`src/rtl/control_unit.sv`:
```
// control_unit: registered MIPS main decoder, opcode -> strobes and ALUOp.
// Optional CTRL_JUMP_EN adds a registered 2-bit jump output.
module control_unit #(
  parameter int NUM_SIGNALS = 7
) (
  input  logic                   clk,
  input  logic                   rst,
  input  logic [5:0]             ins,
  output logic [NUM_SIGNALS-1:0] signals,
  output logic [2:0]             ALUOp
`ifdef CTRL_JUMP_EN
  ,
  output logic [1:0]             jump
`endif
);

  localparam int REGDST   = 0;
  localparam int BRANCH   = 1;
  localparam int MEMREAD  = 2;
  localparam int MEMTOREG = 3;
  localparam int MEMWRITE = 4;
  localparam int ALUSRC   = 5;
  localparam int REGWRITE = 6;

  localparam logic [2:0] ALU_ADD  = 3'b000;
  localparam logic [2:0] ALU_SUB  = 3'b001;
  localparam logic [2:0] ALU_FUNC = 3'b010;
  localparam logic [2:0] ALU_AND  = 3'b011;
  localparam logic [2:0] ALU_OR   = 3'b100;
  localparam logic [2:0] ALU_SLT  = 3'b101;
  localparam logic [2:0] ALU_SLTU = 3'b110;
  localparam logic [2:0] ALU_LUI  = 3'b111;

  logic [NUM_SIGNALS-1:0] sig_d;
  logic [2:0]             alu_d;
`ifdef CTRL_JUMP_EN
  logic [1:0]             jmp_d;
`endif

  always_comb begin
    sig_d = '0;
    alu_d = ALU_ADD;
`ifdef CTRL_JUMP_EN
    jmp_d = 2'b00;
`endif
    unique case (ins)
      6'b000000: begin
        sig_d[REGDST]   = 1'b1;
        sig_d[REGWRITE] = 1'b1;
        alu_d           = ALU_FUNC;
      end
      6'b100011, 6'b100100, 6'b100101: begin
        sig_d[MEMREAD]  = 1'b1;
        sig_d[MEMTOREG] = 1'b1;
        sig_d[ALUSRC]   = 1'b1;
        sig_d[REGWRITE] = 1'b1;
      end
      6'b101011, 6'b101000, 6'b101001: begin
        sig_d[MEMWRITE] = 1'b1;
        sig_d[ALUSRC]   = 1'b1;
      end
      // bne vs beq is resolved from ins[0] in the branch logic
      6'b000100, 6'b000101: begin
        sig_d[BRANCH] = 1'b1;
        alu_d         = ALU_SUB;
      end
      6'b001000, 6'b001001: begin
        sig_d[ALUSRC]   = 1'b1;
        sig_d[REGWRITE] = 1'b1;
      end
      6'b001100: begin
        sig_d[ALUSRC]   = 1'b1;
        sig_d[REGWRITE] = 1'b1;
        alu_d           = ALU_AND;
      end
      6'b001101: begin
        sig_d[ALUSRC]   = 1'b1;
        sig_d[REGWRITE] = 1'b1;
        alu_d           = ALU_OR;
      end
      6'b001010: begin
        sig_d[ALUSRC]   = 1'b1;
        sig_d[REGWRITE] = 1'b1;
        alu_d           = ALU_SLT;
      end
      6'b001011: begin
        sig_d[ALUSRC]   = 1'b1;
        sig_d[REGWRITE] = 1'b1;
        alu_d           = ALU_SLTU;
      end
      6'b001111: begin
        sig_d[ALUSRC]   = 1'b1;
        sig_d[REGWRITE] = 1'b1;
        alu_d           = ALU_LUI;
      end
`ifdef CTRL_JUMP_EN
      6'b000010: begin
        jmp_d = 2'b01;
      end
      // jal writes the return address to $ra
      6'b000011: begin
        sig_d[REGWRITE] = 1'b1;
        jmp_d           = 2'b10;
      end
`endif
      default: begin
      end
    endcase
  end

  always_ff @(posedge clk) begin
    if (rst) begin
      signals <= '0;
      ALUOp   <= 3'b000;
`ifdef CTRL_JUMP_EN
      jump    <= 2'b00;
`endif
    end else begin
      signals <= sig_d;
      ALUOp   <= alu_d;
`ifdef CTRL_JUMP_EN
      jump    <= jmp_d;
`endif
    end
  end

endmodule

```
`config.mk`:
```
export PLATFORM = sky130hd
export DESIGN_NAME = control_unit
export DESIGN_NICKNAME = d
export VERILOG_FILES = /design/src/rtl/control_unit.sv
export SDC_FILE = /design/constraint.sdc
export NUM_CORES = 1
export LEC_CHECK = 0
export ABC_AREA = 0
export ABC_CLOCK_PERIOD_IN_PS = 1300
export BUFFER_PORTS_ARGS = -buffer_cell sky130_fd_sc_hd__buf_2
export CAP_MARGIN = 20
export CORE_AREA = 3 3 40 42
export CTS_BUF_LIST = sky130_fd_sc_hd__clkbuf_16
export CTS_CLUSTER_DIAMETER = 60
export DETAILED_ROUTE_END_ITERATION = 12
export DIE_AREA = 0 0 43 45
export GPL_TIMING_DRIVEN = 0
export PLACE_DENSITY = 0.6
export SLEW_MARGIN = 10
export SYNTH_ARGS = -nofsm -noshare
export SYNTH_HDL_FRONTEND = slang
export SYNTH_SLANG_ARGS = --single-unit
export TNS_END_PERCENT = 5
```
`constraint.sdc`:
```
create_clock -name clk -period 1.3 [get_ports clk]
set_input_delay 0.39 -clock clk [delete_from_list [all_inputs] [get_ports clk]]
set_output_delay 0.39 -clock clk [all_outputs]
set_load 0.01 [all_outputs]
```
==> summary.txt, run 1 <==
Route
  • DR DRC count: 0
  • Via/cell ratio: 4.895
  • Initial DRC Count: 7
  • Post-route ant nets: 0
  • Routed wire per std cell: 11.10 µm
  • TritonRoute pass-1 iters: 4
  • Vias: 421
  • Post-Route WL: 955 µm

Floorplan
  • Die area: 1935 µm²
  • Number of I/O pins: 18
  • Die Wd: 43 µm
  • Initial core utilization: 0.3612
  • Core area: 1285 µm²
  • Chip Height: 45 µm
  • # rows: 13

Power
  • Switching share of power: 0.1915
  • Clock power frac: 0.579
  • Tot Pwr: 901.7 µW
  • Psw: 172.7 µW
  • Cell Int Power: 729.0 µW
  • Pwr per Cell Area: 1416 nW/µm²
  • Logic pwr share: 0.105
  • Lkg Pwr: 0.0002946 µW
  • Seq pwr share: 0.316
  • Maximum vdd drop: 0.9767 mV

Yosys
  • Synth async-reset ratio: 0
  • Cell Area, Synth: 464.2 µm²
  • Syn. warnings: 0
  • Synth cell types: 28
  • Syn_area_per_cell: 8.927 µm²
  • Synth Flop Type: dfxtp_1
  • Register area share after synthesis: 0.3881
  • EDFF count, synth: 0
  • Post-synthesis cell count: 52
  • Syn Nets: 60
  • Seq cells post-synth: 9

GRT
  • Largest net degree at the start of global routing: 11
  • Antenna violations before repair: 0
  • Gr usage total: 0.1125
  • First-pass GRT wire length: 1656 µm
  • Vias in the first global route: 379
  • GRT Residual Overflow: 0

Cells and area
  • Multi-input logic area: 239.0 µm²
  • Most frequent cells in the layout: buf_2, dfxtp_1, nor2_1
  • Antenna Cells: 0
  • Nets: 80
  • Register Area: 180.2 µm²
  • Layout cell share with drive strength beyond 1: 0.3803
  • Layout Utilization: 0.4956
  • Most common cell after layout, fill and taps aside: buf_2
  • Layout area overhead: 37.20%
  • Fillers: 129

STA
  • Period utilisation layout: 0.8987
  • Setup_tns: 0 ns
  • RSZ-0062 raised after global routing: false
  • Max Clock Freq: 855.9 MHz
  • Worst slew margin: 0.8187
  • Worst hold margin: 0.3637 ns
  • Final Max Slew Viols: 0
  • Tmin final: 1.168 ns
  • Final Hold Fails: 0
  • Slew of the pin with the lowest slew margin: 0.2681 ns
  • Setup-failing EPs final: 0

Setup path
  • Arrival @ worst endpoint: 0.78 ns
  • CP required: 0.91 ns
  • Crit path capture type: output pin
  • Crit path max fanout: 2
  • CP Launch Type: flip-flop
  • Critical path class: flip-flop to output pin

Placed design
  • GPL Wtd Cong: 0.7808
  • Detailed Place HPWL: 719.2 µm
  • Buffers on Ports: 15

Worst hold path
  • Hold worst-path end: signals[6]$_SDFF_PP0_
  • Worst min-delay path class: primary input to flip-flop
  • Hold depth: 2
  • Hold wc startpoint: rst

Clock tree
  • CTS Sinks: 9
  • Setup Buffers After CTS: 0
  • Post-CTS Hold Buffers: 0
  • Resize count post-CTS: 0
  • Clock Pin Slew Worst Setup and Hold Paths: 0.04 ns
  • H-tree levels: 1
  • CTS tree: done
  • Buffer depth of the longest clock path: 2
  • Root Buffer Master: clkbuf_16
  • Num CTS Buffers: 3

Run status
  • Status: complete, no violations

Run
  • Max-cap violations: 0
## cell type report
cell class | count | share of cell area
tap | 15 | 0.02947
clock buffer | 3 | 0.1179
buffer | 6 | 0.07073
sequential | 9 | 0.2829
multi-input combinational | 37 | 0.3752
clock inverter | 1 | 0.005894
timing repair buffer | 15 | 0.1179
## worst max path at each step
stage | start | end | cells after the start
final | signals[3]$_SDFF_PP0_ | signals[3] | 2
after detailed placement | ins[2] | signals[6]$_SDFF_PP0_ | 4
after floorplan | ins[0] | signals[6]$_SDFF_PP0_ | 4
after global placement | ins[2] | signals[6]$_SDFF_PP0_ | 4
after global routing | ins[2] | signals[6]$_SDFF_PP0_ | 4
after CTS | ins[2] | signals[6]$_SDFF_PP0_ | 4
## power by group through the flow
stage	Combinational (µW)	Sequential [µW]	Clock, µW
after floorplan	61.7	293	0
after global placement	93.5	289	0
after detailed placement	94.3	289	0
after CTS	94.7	285	528
after global routing	105	285	557
final	94.4	285	522
## routing by layer
layer	global-route usage	vias to the layer above	wire length (µm)
li1	-	222	-
met1	0.1353	183	442
met2	0.1916	16	450
met3	0.03586	0	63
met4	0.03614	0	0
met5	0	-	0
## worst max-delay path, cell delays in order (launching register included)
cell,delay (ns)
dfxtp_1,0.30
buf_4,0.12
buf_2,0.13
## cells by family (layout without fill, tap and decap cells)
| kind of cell | after synthesis | after routing | synth area share |
|---|---|---|---|
| simple gates | 23 | 23 | 0.2992 |
| compound gates | 13 | 13 | 0.1941 |
| flops | 9 | 9 | 0.3881 |
| buf+inv | 6 | 25 | 0.09703 |
| mux | 1 | 1 | 0.02156 |
## synth_stat cells, types with 2 or more instances
cell      number  area (µm²)
nor3_1         2       10.01
nand2_1        2       7.510
nand2b_1       3       18.77
dfxtp_1        9       180.2
nand3b_1       2       15.01
a21oi_1        2       10.01
nor2_1         5       18.77
buf_6          2       22.52
o21ai_0        3       15.01
buf_2          3       15.01
nand3_1        2       10.01
## stage by stage
stage               setup WS (ns)  cells  instance area (µm²)
finish                     0.1317     86                636.9
global route              0.09563     86                636.9
CTS                        0.1120     86                636.9
detailed placement        -0.1203     82                558.0
global placement          -0.1063     82                558.0
floorplan                 0.06478     52                464.2
## state kept, by name (all words and copies together), names as in the netlist
name	count
ALUOp	3
signals	6
(Power assumes the default switching activity.)
==> run 2: changes to the inputs <==
RECOVER_POWER = 100   (was unset)
==> run 2 against run 1 <==
Compared with the run above: largest cell class unchanged; via count down 0.48%; die area stayed put; clock power hardly changed; fmax down 1.8%; worst setup slack worse by 0.021 ns; utilization is 1.5 points lower; sequential share of layout area grew 0.86 points; worst hold slack worse by 0.0054 ns; power is 0.53% lower; sequential power about the same.
==> summary.txt, run 2 (synthesis results as in run 1) <==
Run status
  • Status: complete, no violations

STA
  • Max Clock Freq: 840.6 MHz
  • Tmin final: 1.190 ns
  • Setup-failing EPs final: 0
  • Period utilisation layout: 0.9151
  • RSZ-0062 raised after global routing: false
  • Setup_tns: 0 ns
  • Worst slew margin: 0.7342
  • Final Max Slew Viols: 0
  • Final Hold Fails: 0
  • Slew of the pin with the lowest slew margin: 0.3987 ns

Setup path
  • CP bufs+invs: 2
  • Crit path max fanout: 2
  • CP Launch Type: flip-flop
  • Arrival @ worst endpoint: 0.80 ns
  • Delay-heaviest family, CP: flip-flops
  • Crit path capture type: output pin
  • CP cell instances: buf_4 > clkbuf_1
  • Critical path class: flip-flop to output pin
  • Crit path max-delay cell type: dfxtp_1
  • Crit-path max cell delay: 0.33 ns
  • CP required: 0.91 ns

Clock tree
  • Root Buffer Master: clkbuf_16
  • Buffer depth of the longest clock path: 2
  • Resize count post-CTS: 0
  • H-tree levels: 1
  • CTS Sinks: 9
  • Post-CTS Hold Buffers: 0
  • Clock Pin Slew Worst Setup and Hold Paths: 0.04 ns
  • CTS tree: done
  • Num CTS Buffers: 3
  • Setup Buffers After CTS: 0

Cells and area
  • Largest register by flop count: signals
  • Most common cell after layout, fill and taps aside: clkbuf_1
  • Layout cell share with drive strength beyond 1: 0.2113
  • Largest regs: signals x6, ALUOp x3
  • Most frequent cells in the layout: clkbuf_1, dfxtp_1, buf_2
  • Antenna Cells: 0
  • Largest register FFs: 6
  • Nets: 80
  • Final instance area: 618.1 µm²
  • Layout area overhead: 33.15%

Floorplan
  • Number of I/O pins: 18
  • Initial core utilization: 0.3612
  • Die Wd: 43 µm
  • # rows: 13
  • Die area: 1935 µm²
  • Chip Height: 45 µm
  • Core area: 1285 µm²

Placed design
  • Buffers on Ports: 15
  • GPL Wtd Cong: 0.7808
  • Detailed Place HPWL: 719.2 µm
  • Area after DPL: 558.0 µm²

Route
  • Post-route ant nets: 0
  • Initial DRC Count: 7
  • Routed wire per std cell: 11.12 µm
  • TritonRoute pass-1 iters: 4
  • Vias: 419
  • Via/cell ratio: 4.872
  • DR DRC count: 0
  • Post-Route WL: 956 µm

Run
  • Max-cap violations: 0

GRT
  • First-pass GRT wire length: 1656 µm
  • Antenna violations before repair: 0
  • Vias in the first global route: 379
  • Gr usage total: 0.1125
  • GRT Residual Overflow: 0
  • Largest net degree at the start of global routing: 11

Power
  • Pwr per Cell Area: 1451 nW/µm²
  • Lkg Pwr: 0.0002475 µW
  • Maximum vdd drop: 0.9746 mV

Worst hold path
  • Worst min-delay path class: primary input to flip-flop
run 2: per-layer routing:
layer,share of wire,global-route usage
met5,0,0
met4,0,0.03614
met3,0.058,0.03586
met2,0.47,0.1916
met1,0.47,0.1353
run 2: where the power goes:
| group | leakage (µW) | switching (µW) | internal [µW] |
|---|---|---|---|
| clock network | 0.0000423 | 121 | 401 |
| logic | 0.000132 | 49.4 | 41.2 |
| registers | 0.0000730 | 1.39 | 284 |
run 2: path summary, 6_finish.rpt:
path | start | end | slack [ns] | cells past startpoint
max | signals[3]$_SDFF_PP0_ | signals[3] | 0.11 | 2
min | ins[4] | signals[6]$_SDFF_PP0_ | 0.36 | 2
run 2: metrics by stage:
stage	hold WS [ns]	setup WS, ns	cells	util	power, µW
floorplan	0.4621	0.06478	52	-	354.8
global placement	0.5980	-0.1063	82	0.4343	382.6
detailed placement	0.6061	-0.1203	82	0.4343	383.5
CTS	0.3691	0.1120	86	0.4956	907.6
global route	0.3597	0.06905	86	0.4810	943.4
finish	0.3583	0.1104	86	0.4810	896.9
run 2: layout make-up:
cell class | instances | area (µm²)
Tap cell | 15 | 18.77
Sequential cell | 9 | 180.2
Fill cell | 136 | 666.9
Clock buffer | 3 | 75.07
Timing Repair Buffer | 15 | 62.56
Multi-Input combinational cell | 37 | 234.0
Buffer | 6 | 43.79
Clock inverter | 1 | 3.754
